$ cat src/rtl/tff_bank_sequencer.sv
// Sequencer driving the toggle enables of an external T flip-flop bank so it
// steps modulo a terminal value, up or down, with optional pre-clear, pause and done pulse.
module tff_bank_sequencer #(
  parameter int WIDTH = 4,
  parameter int CNT_W = 8
) (
  input  logic             Clk,
  input  logic             SR,
  input  logic             start,
  input  logic             dir,
  input  logic             clr_first,
  input  logic [WIDTH-1:0] limit,
  input  logic [CNT_W-1:0] steps,
  input  logic             pause,
  input  logic [WIDTH-1:0] Q_fb,
  output logic [WIDTH-1:0] T,
  output logic             clr,
  output logic             busy,
  output logic             done,
  output logic             wrap
);

  typedef enum logic [1:0] {
    IDLE  = 2'd0,
    CLEAR = 2'd1,
    RUN   = 2'd2,
    DONE  = 2'd3
  } state_t;

  state_t             state_q, state_d;
  logic               dir_q, dir_d;
  logic               clr_first_q, clr_first_d;
  logic [WIDTH-1:0]   limit_q, limit_d;
  logic [CNT_W-1:0]   remaining_q, remaining_d;

  logic [WIDTH-1:0]   next_val;
  logic               wrap_sel;

  // NOTE: sequential state uses non-blocking assignments so every register
  // samples the pre-edge value of every other register.
  always_ff @(posedge Clk) begin
    if (SR) begin
      state_q     <= IDLE;
      dir_q       <= 1'b0;
      clr_first_q <= 1'b0;
      limit_q     <= '0;
      remaining_q <= '0;
    end else begin
      state_q     <= state_d;
      dir_q       <= dir_d;
      clr_first_q <= clr_first_d;
      limit_q     <= limit_d;
      remaining_q <= remaining_d;
    end
  end

  // Out-of-range bank values are folded back into range as a wrap.
  always_comb begin
    if (!dir_q) begin
      wrap_sel = (Q_fb >= limit_q);
      next_val = wrap_sel ? '0 : Q_fb + 1'b1;
    end else begin
      wrap_sel = (Q_fb == '0) || (Q_fb > limit_q);
      next_val = wrap_sel ? limit_q : Q_fb - 1'b1;
    end
  end

  // NOTE: every signal written here gets a default first, so no path can
  // leave one unassigned and infer a latch.
  always_comb begin
    state_d     = state_q;
    dir_d       = dir_q;
    clr_first_d = clr_first_q;
    limit_d     = limit_q;
    remaining_d = remaining_q;
    T           = '0;
    clr         = 1'b0;
    busy        = 1'b0;
    done        = 1'b0;
    wrap        = 1'b0;

    unique case (state_q)
      IDLE: begin
        if (start) begin
          dir_d       = dir;
          clr_first_d = clr_first;
          limit_d     = limit;
          remaining_d = steps;
          if (steps == '0)    state_d = DONE;
          else if (clr_first) state_d = CLEAR;
          else                state_d = RUN;
        end
      end
      CLEAR: begin
        clr     = clr_first_q;
        busy    = 1'b1;
        state_d = RUN;
      end
      RUN: begin
        busy = 1'b1;
        if (!pause) begin
          T           = Q_fb ^ next_val;
          wrap        = wrap_sel;
          remaining_d = remaining_q - 1'b1;
          // RUN is only entered with a non-zero count, so this stops at zero.
          if (remaining_q == {{(CNT_W-1){1'b0}}, 1'b1}) state_d = DONE;
        end
      end
      DONE: begin
        done    = 1'b1;
        state_d = IDLE;
      end
      default: state_d = IDLE;
    endcase

    if (SR) begin
      T    = '0;
      clr  = 1'b0;
      busy = 1'b0;
      done = 1'b0;
      wrap = 1'b0;
    end
  end

endmodule

$ cat config.mk
export PLATFORM = sky130hd
export DESIGN_NAME = tff_bank_sequencer
export DESIGN_NICKNAME = d
export VERILOG_FILES = /design/src/rtl/tff_bank_sequencer.sv
export SDC_FILE = /design/constraint.sdc
export NUM_CORES = 1
export LEC_CHECK = 0
export BUFFER_PORTS_ARGS = -buffer_cell sky130_fd_sc_hd__buf_2
export CORE_MARGIN = 10
export CORE_UTILIZATION = 50
export CTS_CLUSTER_DIAMETER = 150
export DETAILED_ROUTE_END_ITERATION = 12
export PLACE_DENSITY = 0.73
export SYNTH_ARGS = -nofsm -noshare
export SYNTH_HDL_FRONTEND = slang
export SYNTH_SLANG_ARGS = --single-unit
$ cat constraint.sdc
create_clock -name Clk -period 4.6 [get_ports Clk]
set_clock_uncertainty 0.05 [all_clocks]
set_input_delay 0.69 -clock Clk [delete_from_list [all_inputs] [get_ports Clk]]
set_output_delay 0.69 -clock Clk [all_outputs]
set_load 0.02 [all_outputs]
==> flow_summary.yaml, run 1 <==
final_layout:
  drive_gt1_share_pct: 19.2
  post-route-util_pct: 59.9
  area_overhead_vs_synth_pct: 14.1
  antenna_cells: 0
  finish.net_count: 234
clock_tree:
  cts_resized: 0
  clockRootBuffer: "sky130_fd_sc_hd__clkbuf_4"
  cts_max_path_buffers: 2
  clk-insertion-delay-late_ns: 0.30
  cts_made_buffers: 3
  cts_tree: "built"
  clock_tree.htree_level_count: 1
  holdBufCountCts: 0
  cts.clk_slew.worst_paths_ns: 0.11
  post-cts-setup-buffer-count: 0
  clkSinkCount: 16
die:
  die_x_um: 71.2
  floorplan.core_area_mm2: 0.00250
  start_util_pct: 52.5
  die_h_um: 71.2
  i_o_pins: 30
  die-area_mm2: 0.00507
  placementRows: 18
sta:
  rsz0062_at_grt: "false"
  maxSlewViolCount: 0
  setup-violations-final: 0
  max_freq_mhz: 300
  fin_crit_ns: 3.33
  timing.final.crit_share_pct: 72.4
  maxSlewHeadroom_pct: 40.7
  totalNegativeSetupSlack_ns: 0
  fin_hold_ws_ns: 0.416
  timing.final.hold_violations: 0
  max_slew.worst_pin.slew_ns: 0.887
critical_path:
  crit_arrival_ns: 2.59
  critical_path_required_ns: 3.86
  crit-reg2reg-capture: "remaining_q[0]$_SDFFE_PP0P_"
  end_kind: "primary output"
  cp-start-kind: "register"
  cp_slowest_cell: "sky130_fd_sc_hd__ha_1"
  worst_r2r_path_depth: 7
  cp_class: "reg -> out"
  cp_num_buf_inv: 3
  path_delay_family: "adder cells"
  critical_path.max_fanout: 18
  r2r_start: "state_q[0]$_SDFFE_PP0P_"
  regToRegSetupSlack_ns: 1.96
  worst_path_cell_trace: "inv_1 -> ha_1 -> inv_2 -> or3_1 -> a41o_1 -> a21oi_1 -> buf_2"
  critical_path.max_stage_delay_ns: 0.54
power:
  switchingPower_uw: 403
  comb_power_share_pct: 58.3
  pwr-share-clk_pct: 12.0
  p_sw_share_pct: 48.8
  power_per_cell_area_mw_per_mm2: 552
  pwr-share-seq_pct: 29.6
  intPower_uw: 422
  power.ir.vdd_worst_uv: 409
  power_leakage_nw: 0.644
synth:
  synth_enable_flop_cells: 0
  mappedNetlistNets: 208
  synth_async_sr_flop_share_pct: 0
  syn_inst: 173
  synth-main-ff-cell: "sky130_fd_sc_hd__dfxtp_1"
  synth_area_mm2: 0.00131
  syn_avg_cell_area_um2: 7.58
  yosysSeqAreaShare_pct: 24.4
  ys_ff_latch: 16
  synthesis.yosys.warnings: 0
  yosysUniqueCellTypes: 42
hold_path:
  worst_hold_startpoint: "clr_first_q$_SDFFE_PP0P_"
  min_delay_worst_endpoint: "clr_first_q$_SDFFE_PP0P_"
  hold_path_class: "reg -> reg"
  timing.hold.worst_path_depth: 2
routing:
  number_of_drc_markers_after_the_initial_detailed_route_iteration: 62
  wl_per_cell_um: 15.0
  routed_wirelength_mm: 3.41
  detail-route-antenna-nets: 0
  via_count: 1360
  drtPass1Iterations: 4
  drc: 0
  routed_via_density: 5.96
status:
  status: "finished clean"
global_routing:
  grt_antenna_before_repair: 0
  grt_pass1_wl_mm: 5.80
  combined_global_route_utilization_of_all_metal_layers_pct: 13.1
  globalRoute.totalOverflow: 0
  number_of_global_route_vias_before_repair: 1348
  grt_max_degree: 21
run:
  maxCapViolCount: 0
placement:
  detailed_place_hpwl_mm: 2.64
  globalplace.congestion: 0.812
  port_buffers: 29
==> how the worst max path moves through the flow <==
stage                                        from   end  depth (start not counted)
after floorplan                           Q_fb[3]  T[2]                          6
after global placement                    Q_fb[3]  T[1]                          8
after detailed placement                  Q_fb[3]  T[1]                          8
after CTS                 state_q[0]$_SDFFE_PP0P_  T[0]                          7
after global routing      state_q[0]$_SDFFE_PP0P_  T[0]                          7
final                     state_q[0]$_SDFFE_PP0P_  T[0]                          7
==> registers in the layout, indices dropped and copies added, names as in the netlist <==
| name | cells |
|---|---|
| remaining_q | 8 |
| dir_q | 1 |
| clr_first_q | 1 |
| limit_q | 4 |
| state_q | 2 |
==> cell families (layout without fill, tap and decap cells) <==
kind of cell,Yosys count,after routing,synth area share (%)
mux,2,2,1.53
simple gates,68,68,26.6
compound gates,54,54,28.2
fa+ha+maj,13,13,12.4
xor+xnor,2,2,1.34
buf+inv,18,43,5.44
flops,16,16,24.4
==> synth_stat cells (2+ instances only) <==
master / number / share of area, %
sky130_fd_sc_hd__nand2_1: 21 / 6.0
sky130_fd_sc_hd__a21oi_1: 20 / 7.6
sky130_fd_sc_hd__dfxtp_1: 16 / 24
sky130_fd_sc_hd__ha_1: 13 / 12
sky130_fd_sc_hd__nand3_1: 12 / 4.6
sky130_fd_sc_hd__nor2_1: 12 / 3.4
sky130_fd_sc_hd__inv_1: 9 / 2.6
sky130_fd_sc_hd__a211oi_1: 7 / 4.0
sky130_fd_sc_hd__o21ai_0: 6 / 2.3
sky130_fd_sc_hd__clkbuf_1: 5 / 1.4
sky130_fd_sc_hd__nor2b_1: 5 / 2.4
sky130_fd_sc_hd__buf_2: 3 / 1.1
sky130_fd_sc_hd__o2bb2ai_1: 3 / 2.0
sky130_fd_sc_hd__o31ai_1: 3 / 1.7
sky130_fd_sc_hd__a21o_1: 2 / 1.1
sky130_fd_sc_hd__a221oi_1: 2 / 1.3
sky130_fd_sc_hd__a22oi_1: 2 / 1.1
sky130_fd_sc_hd__a31oi_1: 2 / 0.95
sky130_fd_sc_hd__mux2i_1: 2 / 1.5
sky130_fd_sc_hd__nand2b_1: 2 / 0.95
sky130_fd_sc_hd__nand3b_1: 2 / 1.1
sky130_fd_sc_hd__nor3_1: 2 / 0.76
sky130_fd_sc_hd__nor4_1: 2 / 0.95
sky130_fd_sc_hd__o22ai_1: 2 / 0.95
==> worst min-delay path, cell delays in order (launching register included) <==
cell                      delay (ns)
sky130_fd_sc_hd__dfxtp_1        0.32
sky130_fd_sc_hd__nand2_1        0.05
sky130_fd_sc_hd__a21oi_1        0.05
==> power by group through the flow <==
| stage | clock (mW) | sequential, mW | combinational, mW |
|---|---|---|---|
| floorplan | 0 | 0.228 | 0.390 |
| global placement | 0 | 0.243 | 0.458 |
| detailed placement | 0 | 0.245 | 0.476 |
| CTS | 0.101 | 0.243 | 0.481 |
| global route | 0.106 | 0.251 | 0.547 |
| finish | 0.0992 | 0.245 | 0.482 |
==> layer usage <==
| layer | global-route usage, % | vias to the layer above | part of all wire [%] | wire, um |
|---|---|---|---|---|
| met4 | 5.59 | 0 | 1.7 | 59 |
| met1 | 14.2 | 624 | 45 | 1520 |
| met5 | 0 | - | 0 | 0 |
| met3 | 3.58 | 9 | 5.9 | 203 |
| li1 | - | 688 | - | - |
| met2 | 23.1 | 39 | 48 | 1630 |
==> area by class of cell <==
type / instances / area, um2
multi-input cells: 139 / 920
inverters: 10 / 37.5
repair buffers: 29 / 145
well taps: 30 / 37.5
flip-flops and latches: 16 / 320
fillers: 244 / 1000
clock buffers: 4 / 36.3
==> cell usage in the layout, fill, tap and decap left out, drive strengths merged, types with 3 or more instances in the layout <==
master    n
nand2    21
clkbuf    4
o2bb2ai   3
o31ai     3
nor2     12
a211oi    7
ha       13
nand3    12
nor2b     5
o21ai     6
dfxtp    16
a21oi    20
buf      29
inv      10
==> metrics by stage <==
stage                     cell area, um2  setup WS [ns]  power (mW)  cells
after floorplan                     1310           1.49       0.618    173
after global placement              1460           1.39       0.701    224
after detailed placement            1460           1.32       0.721    224
after CTS                           1500           1.26       0.825    228
after global routing                1500           1.05       0.904    228
final                               1500           1.27       0.826    228
(Power assumes the default switching activity.)
==> run 2: changes to the inputs <==
CORE_UTILIZATION = 48   (was 50)
clock period = 2.8 ns   (was 4.6 ns; I/O delays follow)
==> flow_summary.yaml, run 2 (synthesis gave the netlist of run 1 again) <==
sta:
  maxSlewHeadroom_pct: 74.0
  totalNegativeSetupSlack_ns: 0
  rsz0062_at_grt: "false"
  max_freq_mhz: 374
  maxSlewViolCount: 0
  setup-violations-final: 0
  timing.final.hold_violations: 0
  max_slew.worst_pin.slew_ns: 0.389
  timing.final.crit_share_pct: 95.6
  fin_crit_ns: 2.68
final_layout:
  top_regs: "remaining_q (8), limit_q (4), state_q (2)"
  most-common-layout-cells: "26 x sky130_fd_sc_hd__buf_2, 21 x sky130_fd_sc_hd__nand2_1, 19 x sky130_fd_sc_hd__a21oi_1, 14 x sky130_fd_sc_hd__dfxtp_1"
  nFillCells: 236
  area_overhead_vs_synth_pct: 25.3
  layout.cells.most_common: "sky130_fd_sc_hd__buf_2"
  final_cells: 235
  drive_gt1_share_pct: 28.3
  post-route-util_pct: 64.6
  antenna_cells: 0
  largest_register: "remaining_q"
  largest_reg_flops: 8
  layout.cell_area.non_filler_mm2: 0.00164
  finish.net_count: 241
die:
  die-area_mm2: 0.00522
  start_util_pct: 51.5
  placementRows: 18
  floorplan.core_area_mm2: 0.00254
  die_x_um: 72.3
  die_h_um: 72.3
  i_o_pins: 30
routing:
  met2WireLength_mm: 1.82
  number_of_drc_markers_after_the_initial_detailed_route_iteration: 156
  wl_met1_mm: 1.58
  drc: 0
  total_length_of_routed_met3_wires_um: 202
  routed_wirelength_mm: 3.64
  detail-route-antenna-nets: 0
  wl_per_cell_um: 15.5
  routed.top_layer: "met4"
  via_count: 1385
  drtPass1Iterations: 4
  routed_via_density: 5.89
clock_tree:
  cts_max_path_buffers: 2
  clk-insertion-delay-late_ns: 0.29
  cts_tree: "built"
  clock_tree.htree_level_count: 1
  holdBufCountCts: 0
  clockRootBuffer: "sky130_fd_sc_hd__clkbuf_4"
  cts.clk_slew.worst_paths_ns: 0.10
  clkSinkCount: 16
  cts_made_buffers: 3
placement:
  port_buffers: 29
  placedCellCount: 227
  place_area_mm2: 0.00148
  globalplace.congestion: 0.850
  detailed_place_hpwl_mm: 2.62
critical_path:
  worst_path_cell_trace: "inv_1 -> ha_4 -> and4_4 -> a21o_1 -> or3b_4 -> nand4_1 -> nor3b_2 -> buf_4"
  critical_path_required_ns: 2.33
  critical_path.max_stage_delay_ns: 0.38
  critical_path.max_fanout: 4
  cp_class: "reg -> out"
  path_delay_family: "simple AND/OR/NAND/NOR gates"
  end_kind: "primary output"
  cp_slowest_cell: "sky130_fd_sc_hd__or3b_4"
  cp_num_buf_inv: 2
  crit_arrival_ns: 2.21
  cp-start-kind: "register"
hold_path:
  hold_path_class: "in -> reg"
global_routing:
  grt_max_degree: 20
  grt_antenna_before_repair: 0
  combined_global_route_utilization_of_all_metal_layers_pct: 13.7
  globalRoute.totalOverflow: 0
  grt_pass1_wl_mm: 6.16
  number_of_global_route_vias_before_repair: 1371
power:
  power_leakage_nw: 0.689
  power.ir.vdd_worst_uv: 577
  fin_total_pwr_mw: 1.46
  power_per_cell_area_mw_per_mm2: 890
status:
  status: "finished clean"
run:
  maxCapViolCount: 0
## run 2: cell count changes in the layout (fill, tap and decap cells not counted), moves of 2 or more
cell                      before  now
sky130_fd_sc_hd__buf_4         0   10
sky130_fd_sc_hd__buf_2        29   26
sky130_fd_sc_hd__ha_1         13   10
sky130_fd_sc_hd__ha_4          0    3
sky130_fd_sc_hd__dfxtp_1      16   14
sky130_fd_sc_hd__dfxtp_2       0    2
## run 2: stage by stage
stage	setup WS [ns]	hold WS (ns)
after global routing	0.00306	0.306
after detailed placement	0.0467	0.396
after floorplan	0.230	0.382
final	0.123	0.316
after global placement	0.115	0.397
after CTS	0.00712	0.316
## run 2: metal layers
metal  up-vias  GRT usage [%]
li1        700              -
met1       641           16.7
met2        40           22.8
met3         4           3.95
met4         0           3.44
met5         -              0
## run 2: where the power goes
group	internal, mW	switching [mW]	total [mW]
clock network	0.0791	0.0775	0.157
logic	0.375	0.528	0.903
registers	0.314	0.0886	0.403
## run 2: cell type report
class                   count  area, um2  share of cell area (%)
repair buffers             36        205                    12.5
inverters                  10       37.5                    2.28
well taps                  30       37.5                    2.28
clock buffers               4       36.3                    2.21
multi-input cells         139       1000                    61.1
flip-flops and latches     16        323                    19.6
## run 2: what timing repair did
item                       CTS  global route
resized for setup            5            16
cloned                       0             0
pin swaps                    4             4
buffers inserted             3             1
setup endpoints to repair    3             3
## run 2: worst register-to-register path: stages (launching register included)
cell	delay [ns]
sky130_fd_sc_hd__dfxtp_1	0.36
sky130_fd_sc_hd__inv_1	0.12
sky130_fd_sc_hd__ha_1	0.20
sky130_fd_sc_hd__buf_4	0.21
sky130_fd_sc_hd__nor2b_1	0.15
sky130_fd_sc_hd__a21oi_1	0.06
sky130_fd_sc_hd__nor2_1	0.10
sky130_fd_sc_hd__buf_4	0.20
sky130_fd_sc_hd__o21ai_0	0.12
sky130_fd_sc_hd__a221oi_1	0.29
## run 2: path summary, 6_finish.rpt
| kind | start | end | slack, ns | cells after the start |
|---|---|---|---|---|
| max | limit_q[3]$_SDFFE_PP0P_ | T[1] | 0.12 | 8 |
| min reg2reg | clr_first_q$_SDFFE_PP0P_ | clr_first_q$_SDFFE_PP0P_ | 0.41 | 2 |
| max reg2reg | state_q[0]$_SDFFE_PP0P_ | remaining_q[0]$_SDFFE_PP0P_ | 0.86 | 9 |
| min | limit[3] | limit_q[3]$_SDFFE_PP0P_ | 0.32 | 3 |
==> run 3: changes to the inputs <==
BUFFER_PORTS_ARGS = -buffer_cell sky130_fd_sc_hd__buf_4   (was -buffer_cell sky130_fd_sc_hd__buf_2)
==> flow_summary.yaml, run 3 (synthesis gave the netlist of run 1 again) <==
status:
  status: "finished clean"
die:
  die_h_um: 72.3
  die-area_mm2: 0.00522
  i_o_pins: 30
  placementRows: 18
  die_x_um: 72.3
  start_util_pct: 51.5
  floorplan.core_area_mm2: 0.00254
critical_path:
  crit_arrival_ns: 2.27
  regToRegSetupSlack_ns: 0.88
  cp_class: "reg -> out"
  worst_r2r_path_depth: 9
  cp_num_buf_inv: 2
  path_delay_family: "compound AO/OA/AOI/OAI gates"
  cp_slowest_cell: "sky130_fd_sc_hd__dfxtp_2"
  r2r_start: "state_q[0]$_SDFFE_PP0P_"
  crit-reg2reg-capture: "remaining_q[0]$_SDFFE_PP0P_"
  cp_depth: 9
  end_kind: "primary output"
  cp-start-kind: "register"
  crit_start: "limit_q[1]$_SDFFE_PP0P_"
  cp-endpoint: "T[3]"
  critical_path_required_ns: 2.33
  worst_path_cell_trace: "inv_2 -> ha_4 -> nor2b_4 -> o211ai_4 -> o221ai_4 -> mux2i_1 -> a21o_1 -> a211oi_2 -> buf_4"
  critical_path.max_stage_delay_ns: 0.35
  critical_path.max_fanout: 5
final_layout:
  layout.cell_area.non_filler_mm2: 0.00170
  top_regs: "remaining_q (8), limit_q (4), state_q (2)"
  area_overhead_vs_synth_pct: 29.3
  finish.net_count: 239
  nFillCells: 232
  largest_reg_flops: 8
  final-seq-area_um2: 323
  drive_gt1_share_pct: 27.6
  most-common-layout-cells: "34 x sky130_fd_sc_hd__buf_4, 21 x sky130_fd_sc_hd__nand2_1, 19 x sky130_fd_sc_hd__a21oi_1, 14 x sky130_fd_sc_hd__dfxtp_1"
  multi_input_area_mm2: 0.00101
  antenna_cells: 0
  largest_register: "remaining_q"
  layout.cells.most_common: "sky130_fd_sc_hd__buf_4"
clock_tree:
  clkSinkCount: 16
  cts_max_path_buffers: 2
  holdBufCountCts: 0
  clock_tree.htree_level_count: 1
  cts_made_buffers: 3
  cts_tree: "built"
  clockRootBuffer: "sky130_fd_sc_hd__clkbuf_4"
  cts.clk_slew.worst_paths_ns: 0.09
  clk-insertion-delay-late_ns: 0.30
global_routing:
  combined_global_route_utilization_of_all_metal_layers_pct: 13.3
  grt_pass1_wl_mm: 5.85
  number_of_global_route_vias_before_repair: 1312
  grt_antenna_before_repair: 0
  globalRoute.totalOverflow: 0
  grt_max_degree: 21
placement:
  place_area_mm2: 0.00155
  port_buffers: 29
  detailed_place_hpwl_mm: 2.73
  globalplace.congestion: 0.885
  preCtsSetupSlack_ns: 0.0340
sta:
  rsz0062_at_grt: "true"
  max_freq_mhz: 365
  timing.final.crit_share_pct: 97.8
  setup-violations-final: 0
  maxSlewHeadroom_pct: 73.5
  maxSlewViolCount: 0
  fin_hold_ws_ns: 0.322
  fin_crit_ns: 2.74
  totalNegativeSetupSlack_ns: 0
  max_slew.worst_pin.slew_ns: 0.396
  setup_ws_ns: 0.0608
  timing.final.hold_violations: 0
routing:
  detail-route-antenna-nets: 0
  number_of_drc_markers_after_the_initial_detailed_route_iteration: 146
  wl_per_cell_um: 15.3
  drc: 0
  routed_via_density: 5.82
  via_count: 1356
  drtPass1Iterations: 5
  routed_wirelength_mm: 3.56
run:
  maxCapViolCount: 0
hold_path:
  hold_path_class: "in -> reg"
power:
  fin_total_pwr_mw: 1.46
  power_leakage_nw: 0.704
  power.ir.vdd_worst_uv: 657
  power_per_cell_area_mw_per_mm2: 862
[run 3: cell count changes in the layout (fill, tap and decap cells not counted)]
cell                       before  now
sky130_fd_sc_hd__buf_2         26    0
sky130_fd_sc_hd__buf_4         10   34
sky130_fd_sc_hd__a221oi_1       2    1
sky130_fd_sc_hd__a221oi_2       0    1
sky130_fd_sc_hd__mux2i_1        1    2
sky130_fd_sc_hd__mux2i_2        1    0
[run 3: per-stage QoR]
step	utilization, %	std cells
floorplan	-	173
global placement	60.8	226
detailed placement	60.8	226
CTS	63.9	232
global route	66.6	233
finish	66.6	233
[run 3: worst min-delay path by stage]
stage / from / end / slack, ns / depth (start not counted)
final: limit[1] / limit_q[1]$_SDFFE_PP0P_ / 0.32 / 3
after global routing: limit[1] / limit_q[1]$_SDFFE_PP0P_ / 0.32 / 3
after CTS: limit[0] / limit_q[0]$_SDFFE_PP0P_ / 0.31 / 3
after detailed placement: clr_first_q$_SDFFE_PP0P_ / clr_first_q$_SDFFE_PP0P_ / 0.41 / 2
after global placement: limit_q[2]$_SDFFE_PP0P_ / limit_q[2]$_SDFFE_PP0P_ / 0.40 / 2
after floorplan: clr_first_q$_SDFFE_PP0P_ / clr_first_q$_SDFFE_PP0P_ / 0.38 / 2
[run 3: worst register-to-register path: cells and delay by family (launching register included)]
family | cells | cell delay (ns)
adders and majority gates | 1 | 0.19
buffers and inverters | 3 | 0.52
and+or+nand+nor | 2 | 0.25
AOI/OAI and AO/OA | 3 | 0.45
DFF | 1 | 0.36
[run 3: final cells by class]
| cell class | instances | share of cell area, % |
|---|---|---|
| Inverter | 10 | 2.21 |
| Tap cell | 30 | 2.21 |
| Clock buffer | 4 | 2.14 |
| Timing Repair Buffer | 34 | 15.1 |
| Sequential cell | 16 | 19.0 |
| Multi-Input combinational cell | 139 | 59.3 |
[run 3: per-layer routing]
layer / global-route usage [%] / up-vias / routed length (um)
met5: 0 / - / 0
met2: 21.6 / 19 / 1710
li1: - / 696 / -
met3: 4.49 / 4 / 163
met1: 16.5 / 637 / 1650
met4: 3.23 / 0 / 27
[run 3: what timing repair did]
action / 4_1_cts / 5_1_grt
endpoints found under the setup margin: 3 / 3
gates resized for setup: 5 / 13
pin swaps: 4 / 8
setup buffers: 2 / 1
[run 3: where the power goes]
| part | total [mW] | internal, mW | switching (mW) | leakage (nW) |
|---|---|---|---|---|
| clock | 0.160 | 0.0795 | 0.0809 | 0.0210 |
| sequential | 0.402 | 0.314 | 0.0881 | 0.133 |
| combinational | 0.899 | 0.380 | 0.519 | 0.550 |
